--- src/rtl/traffic_controller.sv ---
// rtl/traffic_controller.sv - NS/EW light sequencer with emergency preemption
module traffic_controller #(
  parameter int unsigned COUNTER_WIDTH   = 32,
  parameter int unsigned GREEN_TICKS     = 50_000_000,
  parameter int unsigned YELLOW_TICKS    = 10_000_000,
  parameter int unsigned ALLRED_TICKS    = 5_000_000,
  parameter int unsigned EMG_GREEN_TICKS = 100_000_000
) (
  input  logic       clk,
  input  logic       rst,
  input  logic       emg_ns,
  input  logic       emg_ew,
  output logic       ns_red,
  output logic       ns_yellow,
  output logic       ns_green,
  output logic       ew_red,
  output logic       ew_yellow,
  output logic       ew_green,
  output logic [2:0] state_debug
);

  typedef enum logic [2:0] {
    NS_GREEN  = 3'd0,
    NS_YELLOW = 3'd1,
    ALLRED_A  = 3'd2,
    EW_GREEN  = 3'd3,
    EW_YELLOW = 3'd4,
    ALLRED_B  = 3'd5,
    EMG_NS    = 3'd6,
    EMG_EW    = 3'd7
  } state_t;

  localparam logic [COUNTER_WIDTH-1:0] G_LAST  = COUNTER_WIDTH'(GREEN_TICKS - 1);
  localparam logic [COUNTER_WIDTH-1:0] Y_LAST  = COUNTER_WIDTH'(YELLOW_TICKS - 1);
  localparam logic [COUNTER_WIDTH-1:0] AR_LAST = COUNTER_WIDTH'(ALLRED_TICKS - 1);
  localparam logic [COUNTER_WIDTH-1:0] EG_LAST = COUNTER_WIDTH'(EMG_GREEN_TICKS - 1);
  localparam logic [COUNTER_WIDTH-1:0] ONE     = COUNTER_WIDTH'(1);

  state_t                   state;
  state_t                   nxt;
  logic                     extend;
  logic [COUNTER_WIDTH-1:0] cnt;
  logic                     pend_ns;
  logic                     pend_ew;

  // Decisions use the latched requests so a single-cycle pulse is still honoured.
  always_comb begin
    nxt    = state;
    extend = 1'b0;
    case (state)
      NS_GREEN: begin
        if (pend_ns)                       nxt = EMG_NS;
        else if (pend_ew || cnt == G_LAST) nxt = NS_YELLOW;
      end
      NS_YELLOW: if (cnt == Y_LAST) nxt = ALLRED_A;
      ALLRED_A: begin
        if (cnt == AR_LAST) nxt = pend_ns ? EMG_NS : (pend_ew ? EMG_EW : EW_GREEN);
      end
      EW_GREEN: begin
        if (pend_ew)                       nxt = EMG_EW;
        else if (pend_ns || cnt == G_LAST) nxt = EW_YELLOW;
      end
      EW_YELLOW: if (cnt == Y_LAST) nxt = ALLRED_B;
      ALLRED_B: begin
        if (cnt == AR_LAST) nxt = pend_ns ? EMG_NS : (pend_ew ? EMG_EW : NS_GREEN);
      end
      EMG_NS: begin
        if (cnt == EG_LAST) begin
          if (emg_ns) extend = 1'b1;
          else        nxt    = NS_YELLOW;
        end
      end
      EMG_EW: begin
        if (cnt == EG_LAST) begin
          if (emg_ew) extend = 1'b1;
          else        nxt    = EW_YELLOW;
        end
      end
      default: nxt = NS_GREEN;
    endcase
  end

  always_ff @(posedge clk or posedge rst) begin
    if (rst) begin
      state   <= NS_GREEN;
      cnt     <= '0;
      pend_ns <= 1'b0;
      pend_ew <= 1'b0;
    end else begin
      state   <= nxt;
      cnt     <= (nxt != state || extend) ? '0 : cnt + ONE;
      pend_ns <= (state == EMG_NS) ? 1'b0 : (pend_ns | emg_ns);
      pend_ew <= (state == EMG_EW) ? 1'b0 : (pend_ew | emg_ew);
    end
  end

  always_comb begin
    ns_green  = (state == NS_GREEN) || (state == EMG_NS);
    ns_yellow = (state == NS_YELLOW);
    ns_red    = !(ns_green || ns_yellow);
    ew_green  = (state == EW_GREEN) || (state == EMG_EW);
    ew_yellow = (state == EW_YELLOW);
    ew_red    = !(ew_green || ew_yellow);
  end

  assign state_debug = state;

endmodule

--- config.mk ---
export PLATFORM = sky130hd
export DESIGN_NAME = traffic_controller
export DESIGN_NICKNAME = d
export VERILOG_FILES = /design/src/rtl/traffic_controller.sv
export SDC_FILE = /design/constraint.sdc
export NUM_CORES = 1
export LEC_CHECK = 0
export BUFFER_PORTS_ARGS = -buffer_cell sky130_fd_sc_hd__buf_2
export CAP_MARGIN = 0
export CORE_AREA = 2 2 76 78
export CTS_BUF_LIST = sky130_fd_sc_hd__clkbuf_8
export DETAILED_ROUTE_END_ITERATION = 16
export DIE_AREA = 0 0 78 80
export PLACE_DENSITY = 0.71
export SLEW_MARGIN = 5
export SYNTH_ARGS = -nofsm -noshare
export SYNTH_HDL_FRONTEND = slang
export SYNTH_SLANG_ARGS = --single-unit
--- constraint.sdc ---
create_clock -name clk -period 7.15 [get_ports clk]
set_input_delay 0 -clock clk [delete_from_list [all_inputs] [get_ports clk]]
set_output_delay 0 -clock clk [all_outputs]
set_load 0.02 [all_outputs]
### Word level (Yosys, flattened, before mapping)

Index checks and enable logic that the tools add are counted.

* $add $sub $neg: 1
* eq/ne operators: 12
* bitwise gates (word level): 2
* reductions and logical operators: 10
* muxes and demuxes: 25

Operator list (number)
* 3-bit two-way mux: 16
* 32-bit by 1-bit adder with 32-bit output (second input constant): 1
* 32-bit by 23-bit equality test with 1-bit output (second input constant): 1
* 32-bit by 24-bit equality test with 1-bit output (second input constant): 1
* 32-bit by 26-bit equality test with 1-bit output (second input constant): 1
* 32-bit by 27-bit equality test with 1-bit output (second input constant): 1
* 32-bit two-way mux: 1
* 3-bit case mux with 8 select lines: 1
* 3-bit equality test (second input constant): 4
* 1-bit logical OR: 7
* 3-bit by 2-bit equality test with 1-bit output (second input constant): 2
* 1-bit two-way mux: 6
* 3-bit by 1-bit equality test with 1-bit output (second input constant): 1
* 3-bit zero test: 1
* 3-bit inequality test: 1
* 1-bit zero test: 2
* 1-bit OR: 2
* 1-bit case mux with 2 select lines: 1

* word-level logic and storage cells: 54
* bits in registers: 37
* output and inout bits: 9
* input port bits: 4

### Longest topological paths before layout

* depth after elaboration: 8
* gate-level depth with buffers: 10
* gate-level depth less buffers: 8

### Worst setup path after synthesis

Ideal clock, no wire load.

* kind: flip-flop to flip-flop
* start point: reg cnt[27]
* end point: reg cnt[25]
* library setup time: 0.080 ns
* required time: 7.070 ns
* period minus slack after synthesis: 2.579 ns
* setup slack: 4.571 ns
* path buffers: 1
* arrival time: 2.499 ns
* cell stages (with the launch flop): 9
* path through: dfrtp_1 -> or4_4 -> nor4_4 -> nand4b_2 -> o2bb2ai_2 -> o31ai_4 -> nand2_4 -> buf_6 -> nor3b_2

* longest elaborated chain between the ends: 8

Ends and longest elaborated chain
* from (decl): RTL line 42 `logic [COUNTER_WIDTH-1:0] cnt;`
* from (signal assigned): RTL line 91 `cnt <= (nxt != state || extend) ? '0 : cnt + ONE;`
* 32-bit by 26-bit equality test with 1-bit output: RTL line 53, 61
* 1-bit logical OR, on equally long branches: RTL line 61, 53
* 3-bit two-way mux, on equally long branches: RTL line 61, 53
* 3-bit two-way mux, on equally long branches: RTL line 60, 52
* 3-bit case mux with 8 select lines: RTL line 50 `case (state)`
* 3-bit inequality test: RTL line 91
* 1-bit logical OR *: RTL line 91
* 32-bit two-way mux *: RTL line 91

Every way passes the cells marked *; elsewhere a longest branch is shown, timed or not.

### Worst setup path after layout

* start point: reg cnt[27]
* end point: reg cnt[9]

The elaborated chain is that of the path after synthesis.

==> run summary <==
Outcome: completed
Most frequent cells in the layout: sky130_fd_sc_hd__nor2_1, sky130_fd_sc_hd__dfrtp_1, sky130_fd_sc_hd__nand3_1
Arrival @ worst endpoint: 3.38 ns
DRT iter0 DRCs: 183
Syn Std Cell Area: 2910 µm²
I/O pin count: 13
Residual overflow from global routing: 0
Initial core utilization: 53.9%
Setup TNS: 0 ns
Remaining number of nets flagged by the antenna check after routing: 0
Full die area: 6240 µm²
Root Driver: sky130_fd_sc_hd__clkbuf_8
Number of buffers inserted to repair setup after CTS: 0
DR pass1 iterations: 4
Yosys warning total: 0
Clk pin slew, worst setup/hold paths: 0.07 ns
Average detailed-routed wire length per instance: 16.8 µm
Combined global-route utilization of all metal layers: 23.5%
Post-route minimum period: 3.23 ns
Path type of the worst min-delay path: in2async
Hold Buf Count CTS: 3
Least-Margin Pin Slew: 0.937 ns
Worst setup skew after layout: 0.00909 ns
Drt via density: 6.13
Most frequent standard cell in the layout excluding fill and tap cells: sky130_fd_sc_hd__nor2_1
Post-detailed-routing wire length: 6.73 mm
Final setup violation count: 0
Startpoint types: register
Number of nets at the end of the flow: 332
Count of state elements after synthesis: 37
Most instantiated flip-flop cell in the synthesis netlist: sky130_fd_sc_hd__dfrtp_1
PwrDens: 140 nW/µm²
Number of antenna violations at the first check in global routing: 0
Placeable core region: 5410 µm²
Width of the chip: 78 µm
RSZ-0062 raised after global routing: no
Worst voltage drop across the vdd grid: 0.0965 mV
Final hold violation count: 0
First-pass GRT wire length: 11.7 mm
Source-to-sink clock delay at the later pin of the worst-skew pair: 0.29 ns
Number of clock sinks seen by CTS: 37
CTS H-tree depth: 2
Max-slew headroom: 37.3%
N_diodes: 0
TritonCTS clock tree: built
Synth Net Count: 329
Fin. max-slew vios: 0
Part of the Yosys area used for sequential elements: 31.8%
Async set or reset register ratio after synthesis: 100%
Quantity of I/O buffers inserted on ports: 12
CTS Buf Count: 5
Residual DRC: 0
Nature of the critical path endpoint: register
Final weighted congestion of routability-driven global placement: 0.869
Post-synthesis instance total: 324
Share of the synthesized area in the top cell type: 31.8%
Layout area overhead: 6.10%
Total vias in the final route: 2451
Maximum fanout along the worst path: 24
Placed insts: 389
Number of distinct standard cells referenced by the synthesized netlist: 66
Largest net degree at the start of global routing: 38
Leakage power: 1.22 nW
Worst Setup Path Type: reg2reg
Rows: 27
Number of max-cap violations: 0
Maximum root-to-sink buffer count: 2
Non-filler cells, final: 400
Top cells by area, synth: sky130_fd_sc_hd__dfrtp_1, sky130_fd_sc_hd__nor3_2, sky130_fd_sc_hd__nor2_1
Library cell with the largest summed area after synthesis: sky130_fd_sc_hd__dfrtp_1
Fraction of final layout cells with drive strength greater than 1: 20.1%
Crit path required time: 7.30 ns
Mean area per synthesized cell: 8.99 µm²
Overall power after layout: 0.432 mW
Fin crit share: 45.2%
Via count of the first global-routing pass: 2354
Maximum clock frequency: 309 MHz
Die Y-Extent: 80 µm
Half-perimeter wire length after placement: 4.73 mm
Count of flip-flops with a built-in enable after synthesis: 0
PostCTS Resize Cnt: 0
[synth_stat cells, types with 4 or more instances]
master	instances
sky130_fd_sc_hd__and4_1	6
sky130_fd_sc_hd__xnor2_1	17
sky130_fd_sc_hd__clkbuf_1	11
sky130_fd_sc_hd__xor2_1	13
sky130_fd_sc_hd__nand4_1	22
sky130_fd_sc_hd__nand2_1	21
sky130_fd_sc_hd__nand3_1	25
sky130_fd_sc_hd__inv_1	7
sky130_fd_sc_hd__nand2b_1	4
sky130_fd_sc_hd__nor3_2	19
sky130_fd_sc_hd__dfrtp_1	37
sky130_fd_sc_hd__nor3_1	5
sky130_fd_sc_hd__nor2_1	44
sky130_fd_sc_hd__a21oi_1	4
sky130_fd_sc_hd__nor4_1	13
[critical path, stage by stage, from the launching register on]
cell,delay [ns]
sky130_fd_sc_hd__dfrtp_1,0.43
sky130_fd_sc_hd__or4_4,0.60
sky130_fd_sc_hd__nor4_1,0.60
sky130_fd_sc_hd__nand4b_1,0.34
sky130_fd_sc_hd__o22ai_1,0.24
sky130_fd_sc_hd__nand2_2,0.29
sky130_fd_sc_hd__nand2_4,0.47
sky130_fd_sc_hd__nor4b_1,0.12
[sequential cells by signal (all words and copies together), names as in the netlist]
name / cells
cnt: 32
pend_ew: 1
pend_ns: 1
state_debug: 3
[stage by stage]
stage	hold slack, ns	area (µm²)	setup slack, ns	utilization (%)
2_1_floorplan	0.130	2910	4.57	-
3_3_place_gp	0.138	2930	4.07	54.1
3_5_place_dp	0.140	2930	3.94	54.1
4_1_cts	0.372	3090	3.95	57.2
5_1_grt	0.433	3090	3.73	57.2
6_report	0.363	3090	3.92	57.2
[logic make-up (layout without fill, tap and decap cells)]
kind of cell	count (synthesis)	count (layout)	synth area share [%]
AO/OA/AOI/OAI	22	22	6.74
flip-flops	37	37	31.8
adder cells (fa/ha/maj)	1	1	0.429
XOR/XNOR	30	30	9.02
multiplexers	2	2	0.687
AND/OR/NAND/NOR	202	202	44.3
buffers and inverters	30	34	7.00
[cell type report]
type | count | area, µm²
Fill cell | 504 | 2310
Multi-Input combinational cell | 257 | 1790
Sequential cell | 37 | 926
Timing Repair Buffer | 19 | 120
Tap cell | 72 | 90.1
Clock buffer | 5 | 68.8
Clock inverter | 3 | 65.1
Inverter | 7 | 26.3
[path summary, 6_finish.rpt]
| path | start | to | slack (ns) | cells past startpoint |
|---|---|---|---|---|
| setup / recovery | cnt[27]$_DFF_PP0_ | cnt[9]$_DFF_PP0_ | 3.92 | 7 |
| hold / removal | rst | state_debug[0]$_DFF_PP0_ | 0.36 | 4 |
| setup reg to reg | cnt[27]$_DFF_PP0_ | cnt[9]$_DFF_PP0_ | 3.92 | 7 |
| hold reg to reg | pend_ns$_DFF_PP0_ | pend_ns$_DFF_PP0_ | 0.62 | 2 |
| max in group asynchronous | rst | cnt[27]$_DFF_PP0_ | 6.44 | 4 |
| min in group clk | emg_ns | pend_ns$_DFF_PP0_ | 0.52 | 4 |
[power breakdown]
part | internal [mW] | total [mW] | switching, mW
logic | 0.00246 | 0.00761 | 0.00515
registers | 0.209 | 0.209 | 0.0000000000000000213
clock network | 0.139 | 0.215 | 0.0764
total | 0.350 | 0.432 | 0.0816
[layer usage]
metal,wire (µm),vias to the layer above,global-route usage [%]
li1,-,1185,-
met1,3130,1203,32.7
met2,3250,55,38.0
met3,251,8,2.83
met4,97,0,7.89
met5,0,-,0
Note: power is estimated with default switching activity, not from simulation.
